==> src/rtl/ftdi_stream_pkg.sv <==
// ftdi_stream_pkg: shared state encoding and default burst/flush parameters for the FIFO-to-FTDI streamer.
package ftdi_stream_pkg;
  typedef enum logic [1:0] {
    ST_IDLE  = 2'd0,
    ST_BURST = 2'd1,
    ST_FLUSH = 2'd2
  } state_e;
  localparam int BURST_WORDS_DEF   = 1024;
  localparam int FLUSH_TIMEOUT_DEF = 4096;
endpackage

==> src/rtl/ftdi_flush_timer.sv <==
// ftdi_flush_timer: saturating idle counter that flags the cycle on which TIMEOUT enabled cycles have elapsed.
module ftdi_flush_timer
  import ftdi_stream_pkg::*;
#(
  parameter int TIMEOUT = FLUSH_TIMEOUT_DEF,
  parameter int W       = 16
) (
  input  logic clk,
  input  logic rst_n,
  input  logic en,
  input  logic clr,
  output logic expired
);
  logic [W-1:0] cnt_q, cnt_d;
  always_comb begin
    expired = (TIMEOUT != 0) && en && (cnt_q == W'(TIMEOUT - 1));
    cnt_d   = (clr || expired) ? '0 : (en && cnt_q != '1) ? cnt_q + 1'b1 : cnt_q;
  end
  always_ff @(posedge clk or negedge rst_n) begin
    if (!rst_n) cnt_q <= '0;
    else cnt_q <= cnt_d;
  end
endmodule

==> src/rtl/fifo_to_ftdi_burst_ctrl.sv <==
// fifo_to_ftdi_burst_ctrl: drains a FIFO into an FTDI port in fixed bursts, flushing partial data after an idle timeout.
module fifo_to_ftdi_burst_ctrl
  import ftdi_stream_pkg::*;
#(
  parameter int USEDW_W       = 11,
  parameter int BURST_WORDS   = BURST_WORDS_DEF,
  parameter int FLUSH_TIMEOUT = FLUSH_TIMEOUT_DEF,
  parameter int TO_W          = 16
) (
  input  logic               ftdi_clk,
  input  logic               ftdi_rst_n,
  input  logic [USEDW_W-1:0] fifo_usedw,
  input  logic               fifo_empty,
  input  logic               ftdi_rx_rdy,
  input  logic               err_clr,
  output logic               fifo_rdreq,
  output logic               fifo_tx_rdy,
  output logic               flush_active,
  output logic [USEDW_W-1:0] words_left,
  output logic               burst_done,
  output logic               underrun
);
  localparam logic [USEDW_W-1:0] BW = USEDW_W'(BURST_WORDS);
  state_e             state_q, state_d;
  logic [USEDW_W-1:0] left_q, left_d;
  logic               tx_q, tx_d, flush_q, flush_d, done_q, done_d, under_q, under_d;
  logic               full, idle, to_en, to_exp, under_set;
  ftdi_flush_timer #(
    .TIMEOUT(FLUSH_TIMEOUT),
    .W      (TO_W)
  ) u_timer (
    .clk    (ftdi_clk),
    .rst_n  (ftdi_rst_n),
    .en     (to_en),
    .clr    (!to_en),
    .expired(to_exp)
  );
  always_comb begin
    full       = fifo_usedw >= BW;
    idle       = state_q == ST_IDLE;
    to_en      = idle && !fifo_empty && !full;
    fifo_rdreq = tx_q && ftdi_rx_rdy && !fifo_empty;
    state_d    = state_q;
    left_d     = left_q;
    done_d     = 1'b0;
    under_set  = 1'b0;
    if (idle) begin
      if (full) begin
        state_d = ST_BURST;
        left_d  = BW;
      end else if (to_exp) begin
        state_d = ST_FLUSH;
        left_d  = fifo_usedw;
      end
    end else if (fifo_empty && left_q != '0) begin
      state_d   = ST_IDLE;
      left_d    = '0;
      under_set = 1'b1;
    end else if (fifo_rdreq) begin
      left_d  = (left_q == '0) ? '0 : left_q - 1'b1;
      state_d = (left_q <= USEDW_W'(1)) ? ST_IDLE : state_q;
      done_d  = left_q == USEDW_W'(1);
    end
    tx_d    = state_d != ST_IDLE;
    flush_d = state_d == ST_FLUSH;
    under_d = under_set || (under_q && !err_clr);
  end
  always_ff @(posedge ftdi_clk or negedge ftdi_rst_n) begin
    if (!ftdi_rst_n) begin
      state_q <= ST_IDLE;
      left_q  <= '0;
      tx_q    <= 1'b0;
      flush_q <= 1'b0;
      done_q  <= 1'b0;
      under_q <= 1'b0;
    end else begin
      state_q <= state_d;
      left_q  <= left_d;
      tx_q    <= tx_d;
      flush_q <= flush_d;
      done_q  <= done_d;
      under_q <= under_d;
    end
  end
  assign fifo_tx_rdy  = tx_q;
  assign flush_active = flush_q;
  assign words_left   = left_q;
  assign burst_done   = done_q;
  assign underrun     = under_q;
endmodule

==> config.mk <==
export PLATFORM = sky130hd
export DESIGN_NAME = fifo_to_ftdi_burst_ctrl
export DESIGN_NICKNAME = d
export VERILOG_FILES = /design/src/rtl/ftdi_stream_pkg.sv /design/src/rtl/ftdi_flush_timer.sv /design/src/rtl/fifo_to_ftdi_burst_ctrl.sv
export SDC_FILE = /design/constraint.sdc
export NUM_CORES = 1
export LEC_CHECK = 0
export ABC_AREA = 0
export CAP_MARGIN = 0
export CORE_UTILIZATION = 29
export DETAILED_ROUTE_END_ITERATION = 8
export DONT_BUFFER_PORTS = 1
export PLACE_DENSITY_LB_ADDON = 0.25
export SETUP_SLACK_MARGIN = 0.05
export SLEW_MARGIN = 40
export SYNTH_ARGS = -nofsm -noshare
export SYNTH_HDL_FRONTEND = slang
export SYNTH_SLANG_ARGS = --single-unit
==> constraint.sdc <==
create_clock -name ftdi_clk -period 2.61 [get_ports ftdi_clk]
set_clock_uncertainty 0.15 [all_clocks]
set_input_delay 0.3915 -clock ftdi_clk [delete_from_list [all_inputs] [get_ports ftdi_clk]]
set_output_delay 0.3915 -clock ftdi_clk [all_outputs]
set_load 0.005 [all_outputs]
==> results of run 1 <==
layout by cell type, fill, tap and decap left out, types with 5 or more instances in the layout:
cell       n
a21oi_1    8
a32oi_1    5
buf_4      7
clkbuf_8   6
dfrtp_1   33
inv_1      6
nand2_1   12
nand3_1    7
nand4_1    6
nor2_1    28
nor3_1     7
o21ai_1   15
or3_1      5
xnor2_1    6
xor2_1     7
power by group through the flow:
stage	registers [mW]	logic, mW	clock network [mW]
3_5_place_dp	0.774	0.793	0
3_3_place_gp	0.774	0.793	0
4_1_cts	0.765	0.812	0.519
6_report	0.765	0.823	0.506
5_1_grt	0.785	0.922	0.546
2_1_floorplan	0.743	0.598	0
final timing paths:
check / cells after the start / end / slack, ns
hold / removal: 1 / underrun / 0.04
hold reg to reg: 2 / underrun / 0.41
min in group asynchronous: 2 / words_left[7] / 0.42
setup / recovery: 7 / words_left[1] / 0.27
setup reg to reg: 7 / words_left[1] / 0.27
max in group asynchronous: 2 / u_timer.cnt_q[12] / 1.72
worst reg2reg max path: stages, from the launching register on:
cell and delay (ns):
dfrtp_1 0.46, inv_1 0.16, ha_1 0.21, or4b_4 0.50, o31ai_4 0.25, o2bb2ai_4 0.31, a211oi_1 0.10, a21oi_1 0.14
flip-flops by register name (all words and copies together) (netlist names):
name and cells:
flush_active 1, underrun 1, words_left 11, burst_done 1
fifo_tx_rdy 1, state_q 2, u_timer.cnt_q 16
logic make-up after synthesis:
kind of cell    Yosys count
mux                       2
buf+inv                  13
fa+ha+maj                 4
flops                    33
compound gates           52
xor+xnor                 13
simple gates             89
layer usage:
layer  vias to the layer above  GRT usage [%]  share of wire, %
met2                        31          20.04                42
met3                         7          4.550               5.1
li1                        785              -                 -
met4                         0          6.626               2.1
met1                       750          19.70                50
met5                         -              0                 0
final cells by class:
type / instances / area share [%]
inverters: 7 / 1.198
repair buffers: 9 / 3.765
well taps: 77 / 4.392
flip-flops and latches: 33 / 37.65
multi-input cells: 160 / 47.69
clock buffers: 7 / 3.936
clock inverters: 1 / 1.369
per-stage QoR:
stage	power (mW)	setup slack, ns	area (um^2)	utilization, %	hold WS (ns)
floorplan	1.340	0.3979	1926	-	-0.05409
global route	2.253	0.1011	2193	34.35	0.02908
detailed placement	1.568	0.1151	2034	31.86	-0.05332
global placement	1.567	0.2237	2034	31.86	-0.05347
CTS	2.095	0.1262	2181	34.15	0.03067
finish	2.094	0.2733	2193	34.35	0.03944
==> impl_metrics.json, run 1 <==
{
  "path_buf_inv": 1,
  "register_area_um2": 825.8,
  "num_rows": 29,
  "rsz0062_at_grt": "false",
  "tightestPinTransition_ns": 0.5045,
  "grt_max_degree": 34,
  "ios": 32,
  "dr.pass1.iters": 4,
  "critPathLaunchType": "register",
  "start_util_pct": 30.15,
  "critical_path.cell_chain": "inv_1, ha_1, or4b_4, o31ai_4, o2bb2ai_4, a211oi_1, a21oi_1",
  "maxCapViolCount": 0,
  "swShare_pct": 40.27,
  "drive_above_1_share_pct": 11.98,
  "hold_class": "primary input to register",
  "final_nets": 236,
  "multi_input_area_um2": 1046,
  "synth_edf_count": 0,
  "core_um2": 6386,
  "cts_made_buffers": 5,
  "p_per_area_nw_per_um2": 954.8,
  "h-tree-depth": 2,
  "drc_errors": 0,
  "fin_cells": 294,
  "grt_pass1_vias": 1533,
  "ir_worst_vdd_uv": 456.5,
  "antenna_found_initial": 0,
  "critPathArrivalTime_ns": 2.41,
  "hpwl_um": 3185,
  "critPathTopFamily": "compound AO/OA/AOI/OAI gates",
  "holdBufCountCts": 2,
  "antenna_cells": 0,
  "routed_via_density": 5.350,
  "hp-start": "err_clr",
  "timing_worst_setup_path_type": "register to register",
  "clk_pin_slew_ns": 0.07,
  "num_vias": 1573,
  "ys_seq_area_share_pct": 42.88,
  "drtIter0Drc": 57,
  "port_buffers": 0,
  "clock_latency_ns": 0.29,
  "setup-violations-final": 0,
  "synth_fp_nets": 226,
  "tns_ns": 0,
  "worstSetupEndpointType": "register",
  "fmax_mhz": 428.0,
  "yosys.area.top_type_share_pct": 42.88,
  "ys_ff_latch": 33,
  "dieArea_um2": 6970,
  "drv_slew": 0,
  "synth_compound_area_share_pct": 18.39,
  "hold_viol_final": 0,
  "synthAdderAreaFrac_pct": 2.599,
  "die_h_um": 83.49,
  "dp.cells": 284,
  "crit_fanout": 21,
  "power_switching_mw": 0.8433,
  "cts.sinks": 33,
  "crit_start": "words_left[1]",
  "post_cts_buffers": 0,
  "finalCriticalPeriod_ns": 2.337,
  "synth_xor_xnor_area_share_pct": 5.913,
  "num-fill-cells": 668,
  "tritoncts": "done",
  "ctsResizeCount": 0,
  "synth_cells": 206,
  "power_frac_clock_pct": 24.2,
  "grt_overflow_total": 0,
  "synth_commonest_cells": "dfrtp_1, nor2_1, o21ai_1",
  "synth.area.top_cells": "dfrtp_1, nor2_1, o21ai_1",
  "r2r-start": "words_left[1]",
  "ys_types": 51,
  "gp_congestion": 0.7715,
  "synth_top_family_by_area": "simple AND/OR/NAND/NOR gates",
  "netlist_area_um2": 1926,
  "ys_warn_count": 0,
  "die_w_um": 83.49,
  "avgSynthCellArea_um2": 9.348,
  "synth_mux_area_share_pct": 1.105,
  "area_delta_synth_final_pct": 13.90,
  "status": "complete, no violations",
  "antenna_left": 0,
  "grt_pass1_wl_um": 7852,
  "power_frac_seq_pct": 36.5,
  "combPwrFrac_pct": 39.3,
  "clk_path_buf_depth": 2,
  "ys_async_sr_fraction_pct": 100.0,
  "synthFlopType": "dfrtp_1",
  "post_drt_wl_per_cell_um": 15.40,
  "maxSlewHeadroom_pct": 66.31,
  "p_int_mw": 1.251,
  "p_leak_nw": 0.9011,
  "crit_required_ns": 2.68,
  "critical_path.slowest_cell": "or4b_4",
  "period_share_pct": 89.53,
  "synth_largest_area_cell": "dfrtp_1",
  "yosys.area_share.simple_pct": 25.67,
  "synth.most_common_cell": "dfrtp_1",
  "totalWireLength_um": 4527,
  "cpPeakStageDelay_ns": 0.50,
  "grt_usage_pct": 14.23,
  "cts_root_buffer": "clkbuf_8"
}
No activity file was read; power rests on OpenSTA's default activity.
==> run 2, diff against run 1 <==
CTS_CLUSTER_SIZE = 30   (was default)
==> results of run 2 <==
Same layout as run 1: the final DEF is identical, and so are final timing and power.
==> run 3, diff against run 2 <==
ABC_AREA = default   (was 0)
SKIP_CTS_REPAIR_TIMING = 1   (was default)
==> run 3 against run 2 <==
Clock-buffer cell count did not move. Flip-flop and latch count did not move. Critical path type unchanged. Global-route usage barely moved. Highest routed layer unchanged. Critical endpoint unchanged. Core utilization did not move. Maximum frequency barely moved. Sequential share of layout area did not move. Clock power barely moved. Worst hold slack barely moved. Critical path depth did not move.
==> impl_metrics.json, run 3 (synthesized netlist as in run 1, its figures left out) <==
{
  "status": "complete, no violations",
  "mostFrequentLayoutCells": "dfrtp_1, nor2_1, o21ai_1, nand2_1, a21oi_1",
  "fmax_mhz": 428.3,
  "p_per_area_nw_per_um2": 953.7,
  "multi_input_area_um2": 1046,
  "final_nets": 236,
  "r2r-end": "words_left[1]",
  "tightestPinTransition_ns": 0.5025,
  "routed_via_density": 5.330,
  "rsz0062_at_grt": "false",
  "ios": 32,
  "crit_required_ns": 2.68,
  "clk_pin_slew_ns": 0.07,
  "crit_fanout": 21,
  "timing_worst_setup_path_type": "register to register",
  "r2r_cells": 7,
  "antenna_left": 0,
  "setup-violations-final": 0,
  "post_drt_wl_per_cell_um": 15.31,
  "grt_overflow_total": 0,
  "gp_congestion": 0.7715,
  "grt.busiest_layer": "met2",
  "tns_ns": 0,
  "antenna_cells": 0,
  "maxCapViolCount": 0,
  "drtIter0Drc": 56,
  "hpwl_um": 3185,
  "grt_pass1_wl_um": 7824,
  "num_vias": 1567,
  "cts_root_buffer": "clkbuf_8",
  "crit_start": "words_left[1]",
  "register_area_um2": 825.8,
  "grt_pass1_vias": 1529,
  "tritoncts": "done",
  "drc_errors": 0,
  "ir_worst_vdd_uv": 456.7,
  "cts_made_buffers": 5,
  "hold_class": "primary input to register",
  "worstSetupEndpointType": "register",
  "core_um2": 6386,
  "drv_slew": 0,
  "hp-start": "err_clr",
  "hold_viol_final": 0,
  "dieArea_um2": 6970,
  "grt_usage_pct": 14.18,
  "cts.sinks": 33,
  "finalCriticalPeriod_ns": 2.335,
  "final_common_cell": "dfrtp_1",
  "area_delta_synth_final_pct": 13.90,
  "met3_usage_pct": 4.550,
  "grtUsageMet2_pct": 20.04,
  "dr.pass1.iters": 4,
  "largest_register_ffs": 16,
  "drive_above_1_share_pct": 11.98,
  "critPathLaunchType": "register",
  "h-tree-depth": 2,
  "fin_hold_ws_ns": 0.03936,
  "num-fill-cells": 668,
  "totalWireLength_um": 4502,
  "num_rows": 29,
  "maxSlewHeadroom_pct": 66.45,
  "met1_usage_pct": 19.58,
  "r2r-start": "words_left[1]",
  "clk_path_buf_depth": 2,
  "start_util_pct": 30.15,
  "cp-endpoint": "words_left[1]",
  "port_buffers": 0,
  "grt_max_degree": 34,
  "critPathArrivalTime_ns": 2.41,
  "antenna_found_initial": 0,
  "die_h_um": 83.49,
  "r2r_slack_ns": 0.28,
  "die_w_um": 83.49,
  "clock_latency_ns": 0.29,
  "period_share_pct": 89.45,
  "p_leak_nw": 0.9011,
  "top_register": "u_timer.cnt_q"
}
## run 3: cell counts in the layout (fill, tap and decap cells not counted)
Identical to the previous run, type by type.
## run 3: critical path: stages, from the launching register on
cell and delay (ns):
dfrtp_1 0.46, inv_1 0.16, ha_1 0.21, or4b_4 0.50, o31ai_4 0.25, o2bb2ai_4 0.30
a211oi_1 0.09, a21oi_1 0.14
## run 3: layout make-up
type                       instances  area share (%)
multi-input combinational        160           47.69
sequential                        33           37.65
tap                               77           4.392
clock buffer                       7           3.936
timing repair buffer               9           3.765
clock inverter                     1           1.369
inverter                           7           1.198
## run 3: worst min path at each step
stage | slack [ns] | depth (start not counted) | end
final | 0.04 | 1 | underrun
after global routing | 0.03 | 1 | underrun
after CTS | -0.37 | 0 | words_left[6]
after detailed placement | -0.05 | 0 | words_left[8]
after global placement | -0.05 | 0 | words_left[8]
after floorplan | -0.05 | 0 | burst_done
## run 3: per-stage QoR
stage / instances / area [um^2] / util, % / setup slack [ns] / total power [mW]
2_1_floorplan: 206 / 1926 / - / 0.3979 / 1.340
3_3_place_gp: 284 / 2034 / 31.86 / 0.2237 / 1.567
3_5_place_dp: 284 / 2034 / 31.86 / 0.1151 / 1.568
4_1_cts: 292 / 2151 / 33.68 / 0.1262 / 2.080
5_1_grt: 294 / 2193 / 34.35 / 0.1011 / 2.253
6_report: 294 / 2193 / 34.35 / 0.2753 / 2.092
## run 3: routing by layer
layer | share of wire, % | up-vias
li1 | - | 785
met1 | 51 | 745
met2 | 42 | 30
met3 | 5.3 | 7
met4 | 2.1 | 0
met5 | 0 | -
## run 3: power by group
group	internal [mW]	total, mW	switching [mW]
clock network	0.311	0.506	0.195
registers	0.614	0.764	0.150
logic	0.326	0.821	0.496
==> RTL edit, RTL diff (settings of run 3) <==
Re-encode `state_e` (3 states) as one-hot, 3 bits wide.
--- a/src/rtl/ftdi_stream_pkg.sv
+++ b/src/rtl/ftdi_stream_pkg.sv
@@ -1,9 +1,9 @@
 // ftdi_stream_pkg: shared state encoding and default burst/flush parameters for the FIFO-to-FTDI streamer.
 package ftdi_stream_pkg;
-  typedef enum logic [1:0] {
-    ST_IDLE  = 2'd0,
-    ST_BURST = 2'd1,
-    ST_FLUSH = 2'd2
+  typedef enum logic [2:0] {
+    ST_IDLE  = 3'b001,
+    ST_BURST = 3'b010,
+    ST_FLUSH = 3'b100
   } state_e;
   localparam int BURST_WORDS_DEF   = 1024;
   localparam int FLUSH_TIMEOUT_DEF = 4096;
Check against the original RTL: same outputs for any inputs over 10 cycles, from zero or initial values and one cycle with ftdi_rst_n low; not proved beyond that.
==> RTL edit against run 3 <==
Design area is 0.74% higher. Routed wire length is 11% higher. Global-route usage is 0.36 points higher. Sequential cell count is 1 higher. Sequential power is 1% lower. Area after synthesis is 3.4% higher. Combinational power is 8.3% higher. Critical path depth stayed put. Core utilization is 0.33 points lower. Worst setup slack worse by 0.0076 ns. Power is 3.2% lower. Largest cell class unchanged.
==> RTL edit: results (changes against run 3) <==
| Metric | Value |
|---|---|
| Run status | `finished clean (unchanged)` |
| Post-Synth Adder-Cell Area | `0.0251 (was 0.0260)` |
| Ys async rst share | `1.00 (unchanged)` |
| GRT Total Usage | `0.145 (was 0.142)` |
| CTS root buffer | `clkbuf_8 (unchanged)` |
| P_leak | `0.000908 uW (was 0.000901 uW)` |
| Hold depth | `1 (unchanged)` |
| Area of placed instances | `2100 um2 (was 2030 um2)` |
| Hold Slack | `0.0536 ns (was 0.0394 ns)` |
| Synth cell types | `47 (was 51)` |
| CP endpoint | `words_left[9]$_DFFE_PN0P_ (was words_left[1]$_DFFE_PN0P_)` |
| Power Clock | `379 uW (was 506 uW)` |
| GP Congestion | `0.784 (was 0.772)` |
| CP Launch Point | `u_timer.cnt_q[0]$_DFFE_PN0P_ (was words_left[1]$_DFFE_PN0P_)` |
| Slew margin rel. | `0.665 (was 0.664)` |
| DR iter-0 viols | `61 (was 56)` |
| Synth Net Count | `224 (was 226)` |
| Dpl hpwl | `3480 um (was 3190 um)` |
| Setup violations, final | `0 (unchanged)` |
| Total sequential power | `756 uW (was 764 uW)` |
| Critical Path Fanout Max | `17 (was 21)` |
| First-pass GRT wire length | `8250 um (was 7820 um)` |
| FF-to-FF path depth | `7 (unchanged)` |
| Share of layout cells above drive strength 1 | `0.117 (was 0.120)` |
| Commonest cells in the netlist | `dfrtp_1 (33), nor2_1 (28), xor2_1 (13) (was dfrtp_1 (33), nor2_1 (28), o21ai_1 (15))` |
| Switching Share | `0.401 (was 0.402)` |
| Post-synthesis compound-gate area fraction | `0.221 (was 0.184)` |
| Largest net degree at the start of global routing | `35 (was 34)` |
| Post-Synthesis Cells | `204 (was 206)` |
| Drt pass-1 iters | `7 (was 4)` |
| WP data arrival | `2.37 ns (was 2.41 ns)` |
| Met3 Resource Use GR | `0.0438 (was 0.0455)` |
| Worst vdd ir | `0.517 mV (was 0.457 mV)` |
| Post-route setup slack | `0.268 ns (was 0.275 ns)` |
| CTS Buffer Depth | `2 (unchanged)` |
| Top reg by flops | `u_timer.cnt_q (unchanged)` |
| PD cells | `916 nW/um2 (was 954 nW/um2)` |
| Met1 GRT Util | `0.177 (was 0.196)` |
| Place WS | `0.286 ns (was 0.115 ns)` |
| Register area share after synthesis | `0.428 (was 0.429)` |
| Met2 usage | `0.247 (was 0.200)` |
| DR vias | `1650 (was 1567)` |
| Layout Nets | `233 (was 236)` |
| Area contributors post-synth | `dfrtp_1 (41%), xor2_1 (5.7%), nor2_1 (5.3%) (was dfrtp_1 (43%), nor2_1 (5.5%), o21ai_1 (3.9%))` |
| Mux cell area share after synthesis | `0.0151 (was 0.0110)` |
| Inst Count DP | `281 (was 284)` |
| Final WL | `4980 um (was 4500 um)` |
| Initial antenna violation count | `0 (unchanged)` |
| Floorplan die area | `7200 um2 (was 6970 um2)` |
| XOR/XNOR Fraction of Synth Area | `0.0572 (was 0.0591)` |
| Via/cell ratio | `5.67 (was 5.33)` |
| Hold WC Path Type | `input pin to flip-flop (unchanged)` |
-- RTL edit: changes by cell type in the layout (fill, tap and decap cells not counted), moves of 4 or more --
cell       change
a21oi_1        -6
and2_1         +4
nor3_1         +4
o2111ai_1      +7
o21ai_1       -15
o221ai_1       +6
o2bb2ai_1      +6
xnor2_1        -6
xor2_1         +6
-- RTL edit: layout make-up --
type | count | area [um2]
Fill cell | 648 | 4290
Multi-Input combinational cell | 152 | 1050
Sequential cell | 34 | 852
Timing Repair Buffer | 12 | 105
Tap cell | 77 | 96.3
Clock buffer | 8 | 80.1
Inverter | 8 | 30.0
-- RTL edit: critical path, cell delays in order (launching register included) --
cell and delay [ns]:
dfrtp_1 0.38, ha_1 0.20, nand3_1 0.10, or4_4 0.63, nor3_4 0.24, buf_4 0.23
o221ai_1 0.16, o2bb2ai_1 0.16
-- RTL edit: routing by layer --
layer | vias to the layer above | wire (um)
met5 | - | 0
met4 | 0 | 70
met3 | 9 | 273
met2 | 39 | 2360
met1 | 813 | 2280
li1 | 789 | -
